===== src/rtl/udp_responder_pkg.sv =====
// Shared types and constants for the UDP discovery responder.
// Optional statistics reply is enabled by UDP_RESPONDER_STATS_EN.
package udp_responder_pkg;

  typedef enum logic [1:0] {
    ST_IDLE,
    ST_OPCODE,
    ST_RSP,
    ST_FLUSH
  } state_t;

  localparam logic [7:0]  OP_DISCOVER  = 8'h11;
  localparam logic [7:0]  OP_STATS     = 8'h13;
  localparam logic [7:0]  RSP_DISCOVER = 8'h22;
  localparam logic [7:0]  RSP_STATS    = 8'h33;
  localparam logic [15:0] DEFAULT_PORT = 16'h9460;
  localparam int          STATS_BYTES  = 4;

endpackage


===== src/rtl/udp_reply_serializer.sv =====
// Reply byte sequencer: byte index, byte mux and last-byte flag.
// Optional statistics reply is enabled by UDP_RESPONDER_STATS_EN.
module udp_reply_serializer
  import udp_responder_pkg::*;
#(
  parameter int                    NAME_LEN = 8,
  parameter logic [8*NAME_LEN-1:0] NAME     = "test1234"
) (
  input  logic        clk,
  input  logic        reset,
  input  logic        start_i,
  input  logic        active_i,
  input  logic        ready_i,
  input  logic        stats_i,
  input  logic [31:0] stats_word_i,
  output logic [7:0]  data_o,
  output logic        last_o
);

  logic [4:0] idx_q;
  logic [4:0] idx_d;
  logic [7:0] name_byte;
  logic [7:0] stats_byte;

  always_comb begin
    idx_d = idx_q;
    if (start_i)
      idx_d = '0;
    else if (active_i && ready_i)
      idx_d = idx_q + 5'd1;
  end

  always_ff @(posedge clk or posedge reset) begin
    if (reset)
      idx_q <= '0;
    else
      idx_q <= idx_d;
  end

  // Index 0 is the reply code; name bytes follow MSB first.
  always_comb begin
    name_byte = 8'h00;
    for (int k = 0; k < NAME_LEN; k++)
      if (idx_q == 5'(k + 1))
        name_byte = NAME[8*(NAME_LEN-1-k) +: 8];
  end

  always_comb begin
    stats_byte = 8'h00;
    case (idx_q)
      5'd1:    stats_byte = stats_word_i[31:24];
      5'd2:    stats_byte = stats_word_i[23:16];
      5'd3:    stats_byte = stats_word_i[15:8];
      5'd4:    stats_byte = stats_word_i[7:0];
      default: stats_byte = 8'h00;
    endcase
  end

  always_comb begin
    data_o = 8'h00;
    unique case (1'b1)
      idx_q == 5'd0:
        data_o = stats_i ? RSP_STATS : RSP_DISCOVER;
      idx_q != 5'd0 && stats_i:
        data_o = stats_byte;
      idx_q != 5'd0 && !stats_i:
        data_o = name_byte;
      default:
        data_o = 8'h00;
    endcase
  end

  assign last_o = stats_i ? (idx_q == 5'(STATS_BYTES))
                          : (idx_q == 5'(NAME_LEN));

endmodule


===== src/rtl/udp_discovery_responder.sv =====
// Answers discover (and optionally stats) requests on one UDP port.
// Optional statistics reply is enabled by UDP_RESPONDER_STATS_EN.
module udp_discovery_responder
  import udp_responder_pkg::*;
#(
  parameter logic [15:0]           LISTEN_PORT = DEFAULT_PORT,
  parameter int                    NAME_LEN    = 8,
  parameter logic [8*NAME_LEN-1:0] NAME        = "test1234"
) (
  input  logic        clk,
  input  logic        reset,
  input  logic        rx_cmd_valid,
  output logic        rx_cmd_ready,
  input  logic [31:0] rx_cmd_ip,
  input  logic [15:0] rx_cmd_src_port,
  input  logic [15:0] rx_cmd_dst_port,
  input  logic [15:0] rx_cmd_length,
  input  logic        rx_data_valid,
  output logic        rx_data_ready,
  input  logic        rx_data_last,
  input  logic [7:0]  rx_data,
  output logic        tx_cmd_valid,
  input  logic        tx_cmd_ready,
  output logic [31:0] tx_cmd_ip,
  output logic [15:0] tx_cmd_src_port,
  output logic [15:0] tx_cmd_dst_port,
  output logic [15:0] tx_cmd_length,
  output logic        tx_data_valid,
  input  logic        tx_data_ready,
  output logic        tx_data_last,
  output logic [7:0]  tx_data
`ifdef UDP_RESPONDER_STATS_EN
  ,
  output logic [15:0] stat_disc_count,
  output logic [15:0] stat_drop_count
`endif
);

  state_t      state_q;
  logic [7:0]  opcode_q;
  logic        pkt_done_q;
  logic        hdr_done_q;
  logic        data_done_q;
  logic        rsp_stats;
  logic        op_ok;
  logic        hdr_fire;
  logic        data_last;
  logic        hdr_ok;
  logic        data_ok;
  logic        start;
  logic [31:0] stats_word;
  logic        unused_len;

`ifdef UDP_RESPONDER_STATS_EN
  logic [15:0] disc_cnt_q;
  logic [15:0] drop_cnt_q;
  logic        drop_evt;
  logic        disc_evt;

  assign op_ok = (rx_data == OP_DISCOVER) || (rx_data == OP_STATS);
  assign stats_word = {disc_cnt_q, drop_cnt_q};
  assign stat_disc_count = disc_cnt_q;
  assign stat_drop_count = drop_cnt_q;

  assign drop_evt =
    (state_q == ST_IDLE && rx_cmd_valid &&
     rx_cmd_dst_port != LISTEN_PORT) ||
    (state_q == ST_OPCODE && rx_data_valid && !op_ok);
  assign disc_evt = state_q == ST_RSP && data_last && !rsp_stats;

  always_ff @(posedge clk or posedge reset) begin
    if (reset) begin
      disc_cnt_q <= '0;
      drop_cnt_q <= '0;
    end else begin
      if (disc_evt)
        disc_cnt_q <= disc_cnt_q + 16'd1;
      if (drop_evt)
        drop_cnt_q <= drop_cnt_q + 16'd1;
    end
  end
`else
  assign op_ok = rx_data == OP_DISCOVER;
  assign stats_word = '0;
`endif

  assign unused_len = ^rx_cmd_length;

  assign rsp_stats = opcode_q == OP_STATS;
  assign hdr_fire  = tx_cmd_valid && tx_cmd_ready;
  assign data_last = tx_data_valid && tx_data_ready && tx_data_last;
  assign hdr_ok    = hdr_done_q || hdr_fire;
  assign data_ok   = data_done_q || data_last;
  assign start     = state_q == ST_OPCODE && rx_data_valid && op_ok;

  // rx header is held until FLUSH, so it feeds the reply directly.
  assign tx_cmd_ip       = rx_cmd_ip;
  assign tx_cmd_src_port = rx_cmd_dst_port;
  assign tx_cmd_dst_port = rx_cmd_src_port;
  assign tx_cmd_length   = rsp_stats ? 16'd5 : 16'(NAME_LEN + 1);

  always_ff @(posedge clk or posedge reset) begin
    if (reset) begin
      state_q     <= ST_IDLE;
      opcode_q    <= '0;
      pkt_done_q  <= 1'b0;
      hdr_done_q  <= 1'b0;
      data_done_q <= 1'b0;
    end else begin
      unique case (state_q)
        ST_IDLE: begin
          if (rx_cmd_valid) begin
            if (rx_cmd_dst_port == LISTEN_PORT) begin
              state_q <= ST_OPCODE;
            end else begin
              state_q    <= ST_FLUSH;
              pkt_done_q <= 1'b0;
            end
          end
        end
        ST_OPCODE: begin
          if (rx_data_valid) begin
            opcode_q   <= rx_data;
            pkt_done_q <= rx_data_last;
            if (op_ok) begin
              state_q     <= ST_RSP;
              hdr_done_q  <= 1'b0;
              data_done_q <= 1'b0;
            end else begin
              state_q <= ST_FLUSH;
            end
          end
        end
        ST_RSP: begin
          if (hdr_fire)
            hdr_done_q <= 1'b1;
          if (data_last)
            data_done_q <= 1'b1;
          if (hdr_ok && data_ok)
            state_q <= ST_FLUSH;
        end
        ST_FLUSH: begin
          if (rx_cmd_valid && rx_cmd_ready)
            state_q <= ST_IDLE;
        end
        default: state_q <= ST_IDLE;
      endcase
    end
  end

  always_comb begin
    rx_cmd_ready  = 1'b0;
    rx_data_ready = 1'b0;
    tx_cmd_valid  = 1'b0;
    tx_data_valid = 1'b0;
    unique case (state_q)
      ST_OPCODE: rx_data_ready = 1'b1;
      ST_RSP: begin
        tx_cmd_valid  = !hdr_done_q;
        tx_data_valid = !data_done_q;
      end
      ST_FLUSH: begin
        rx_data_ready = !pkt_done_q;
        rx_cmd_ready  = pkt_done_q ||
                        (rx_data_valid && rx_data_last);
      end
      default: ;
    endcase
  end

  udp_reply_serializer #(
    .NAME_LEN (NAME_LEN),
    .NAME     (NAME)
  ) u_ser (
    .clk          (clk),
    .reset        (reset),
    .start_i      (start),
    .active_i     (tx_data_valid),
    .ready_i      (tx_data_ready),
    .stats_i      (rsp_stats),
    .stats_word_i (stats_word),
    .data_o       (tx_data),
    .last_o       (tx_data_last)
  );

endmodule


===== config.mk =====
export PLATFORM = sky130hd
export DESIGN_NAME = udp_discovery_responder
export DESIGN_NICKNAME = d
export VERILOG_FILES = /design/src/rtl/udp_responder_pkg.sv /design/src/rtl/udp_reply_serializer.sv /design/src/rtl/udp_discovery_responder.sv
export SDC_FILE = /design/constraint.sdc
export NUM_CORES = 1
export LEC_CHECK = 0
export ABC_CLOCK_PERIOD_IN_PS = 2400
export BUFFER_PORTS_ARGS = -buffer_cell sky130_fd_sc_hd__buf_4
export CAP_MARGIN = 0
export CORE_MARGIN = 2
export CORE_UTILIZATION = 35
export DETAILED_ROUTE_END_ITERATION = 16
export PLACE_DENSITY = 0.78
export SLEW_MARGIN = 40
export SYNTH_ARGS = -nofsm -noshare
export SYNTH_HDL_FRONTEND = slang
export SYNTH_SLANG_ARGS = --single-unit

===== constraint.sdc =====
create_clock -name clk -period 2.4 [get_ports clk]
set_clock_uncertainty 0.15 [all_clocks]
set_input_delay 0 -clock clk [delete_from_list [all_inputs] [get_ports clk]]
set_output_delay 0 -clock clk [all_outputs]
set_load 0.1 [all_outputs]

==> out/qor.yml <==
n_antenna_cell: 0
vias_per_cell: 4.71
hpwl_mm: 3.04
vdd_drop_max_mv: 0.924
crit_type: "flip-flop to output port"
io_buffer_count: 59
yosys.area.top_type: "buf_4"
async_reset_ff_frac: 1.00
clkLatencyLatePin_ps: 250
wl_mm: 4.48
gp_congestion: 0.817
yosysMostFrequentCell: "buf_4"
ys_types: 46
placed_area_um2: 2080
grt_pass1_wl_mm: 6.69
drtAntennaViolNets: 0
use_met3: 0.0307
fin_crit_sh: 0.935
cts_root_buf: "clkbuf_8"
ys_seq_area_frac: 0.229
grt_antenna_before_repair: 0
synth-simple-area-share: 0.180
max_slew.worst_pin.slew_ps: 700
dieArea_um2: 6220
p_per_area_nw_per_um2: 1650
synthXorXnorAreaFrac: 0.0223
grt_use_met2: 0.250
cp-end-kind: "output port"
synth_top_family_by_area: "buffers and inverters"
grt_max_degree: 19
synthMuxAreaShare: 0.0618
fin_area_um2: 2500
grt-busiest-layer: "met2"
rsz0062_at_grt: "no"
relSlewSlack: 0.533
whs_ps: 14.7
drc_errors: 0
holdCritPathClass: "input pin to flip-flop"
multi_input_area_um2: 1030
clk_pin_slew_ps: 70
synth_compound_area_frac: 0.0950
synth_seq_cells: 18
syn_to_final_growth_pct: 27.3
fillers: 535
setup_slack_ps: 157
ys.flop_type: "dfrtp_1"
vias: 1666
setup_viol_count_final: 0
post-route-util: 0.457
use_met1: 0.150
ioPinCount: 188
max-cap-violations: 0
rows: 27
initial_utilization: 0.359
fp.dieH_um: 78.9
ctsLongestPathBuffers: 2
gr-total-overflow: 0
syn_inst: 230
tritoncts: "yes"
reg2reg_slack_ps: 270
finalNonFillerCells: 354
synth_edf_count: 0
synth_fa_ha_area_frac: 0.0625
cts_buffers: 3
startpoint_type: "flip-flop"
cts-htree-levels: 1
drive_gt1_frac: 0.514
grt_usage: 0.130
place_inst: 291
synth_area_leaders: "buf_4 31%, dfrtp_1 23%, ha_1 5.7%"
cp_max_fo: 12
first_iter_violations: 44
fmax_mhz: 446
cts_sinks: 18
min_period_ps: 2240
place_ws_ps: 272
cp.arrival_ps: 2090
cp_data_required_time_ps: 2250
leakagePower_nw: 1.20
syn_area_per_cell_um2: 8.54
final_max_slew_viol_count: 0
synth_common_cells: "81 x buf_4, 20 x nor2_1, 18 x dfrtp_1"
yosysWarnings: 0
status: "complete, no violations"
syn_area_um2: 1960
die_w_um: 78.9
seqCellArea_um2: 452
first_pass_iters: 4
finalHoldViolations: 0
tns_ps: 0
nets: 387
p_total_mw: 4.12
synth_top_area_frac: 0.310
wl_per_cell_um: 12.6
coreArea_um2: 5470
grt_pass1_vias: 1490
-- kinds of logic (layout without fill, tap and decap cells) --
kind of cell,after synthesis,count (layout)
buffers and inverters,98,136
AO/OA/AOI/OAI,28,28
other,2,16
multiplexers,11,11
flip-flops,18,18
XOR/XNOR,5,5
adder cells (fa/ha/maj),10,10
AND/OR/NAND/NOR,58,58
-- flip-flops by register name, summed over array words and instances (netlist names) --
name	count
state_q	2
hdr_done_q	1
data_done_q	1
opcode_q	8
u_ser.idx_q	5
pkt_done_q	1
-- power breakdown --
| part | internal, mW | switching (mW) |
|---|---|---|
| Sequential | 0.447 | 0.188 |
| Combinational | 0.919 | 2.32 |
| Clock | 0.146 | 0.101 |
-- worst paths after layout --
path,from,end,cells past startpoint
setup reg to reg,state_q[1]$_DFFE_PP0P_,state_q[1]$_DFFE_PP0P_,6
min in group asynchronous,reset,u_ser.idx_q[1]$_DFFE_PP0P_,3
max in group asynchronous,reset,u_ser.idx_q[0]$_DFFE_PP0P_,3
hold / removal,rx_data_valid,data_done_q$_DFFE_PP0P_,4
hold reg to reg,opcode_q[7]$_DFFE_PP0P_,opcode_q[7]$_DFFE_PP0P_,1
setup / recovery,u_ser.idx_q[1]$_DFFE_PP0P_,tx_data[6],5
-- timing repair --
| action | 4_1_cts | 5_1_grt |
|---|---|---|
| buffers inserted | 0 | 0 |
| endpoints found under the setup margin | 1 | 4 |
| cloned | 0 | 0 |
| resized for setup | 1 | 2 |
| hold buffers | 59 | 0 |
| endpoints found under the hold margin | 76 | 0 |
-- per-layer routing --
layer  vias up  wire length [µm]
li1        784                 -
met1       785              1620
met2        91              2460
met3         6               322
met4         0                68
met5         -                 0
-- cell usage in the layout, fill, tap and decap left out, types with 2 or more instances in the layout --
master / instances
nand4b_1: 2
a2111oi_4: 2
xnor2_1: 2
buf_2: 48
ha_2: 2
dlygate4sd3_1: 11
inv_1: 6
inv_2: 2
mux2i_1: 2
ha_4: 2
dfrtp_1: 17
o21ai_0: 4
nor3_4: 3
nand4_1: 3
o21ai_2: 2
clkbuf_8: 4
ha_1: 5
a21oi_1: 10
nand2b_1: 2
nor2_1: 19
conb_1: 16
xor2_1: 3
buf_4: 61
nand2_1: 5
mux2_2: 8
buf_6: 2
nor2b_1: 6
nor4b_1: 5
a211oi_1: 2
-- worst max-delay path, cell delays in order (launching register included) --
cell       delay (ps)
dfrtp_1           440
inv_2              90
ha_2              260
or3_1             410
a2111oi_4         380
buf_6             270
-- final cells by class --
cell class | instances | area share
Timing Repair Buffer | 122 | 0.332
Inverter | 10 | 0.0185
Tap cell | 72 | 0.0360
Clock buffer | 4 | 0.0220
Sequential cell | 18 | 0.181
Multi-Input combinational cell | 128 | 0.410
Note: power is estimated with default switching activity, not from simulation.
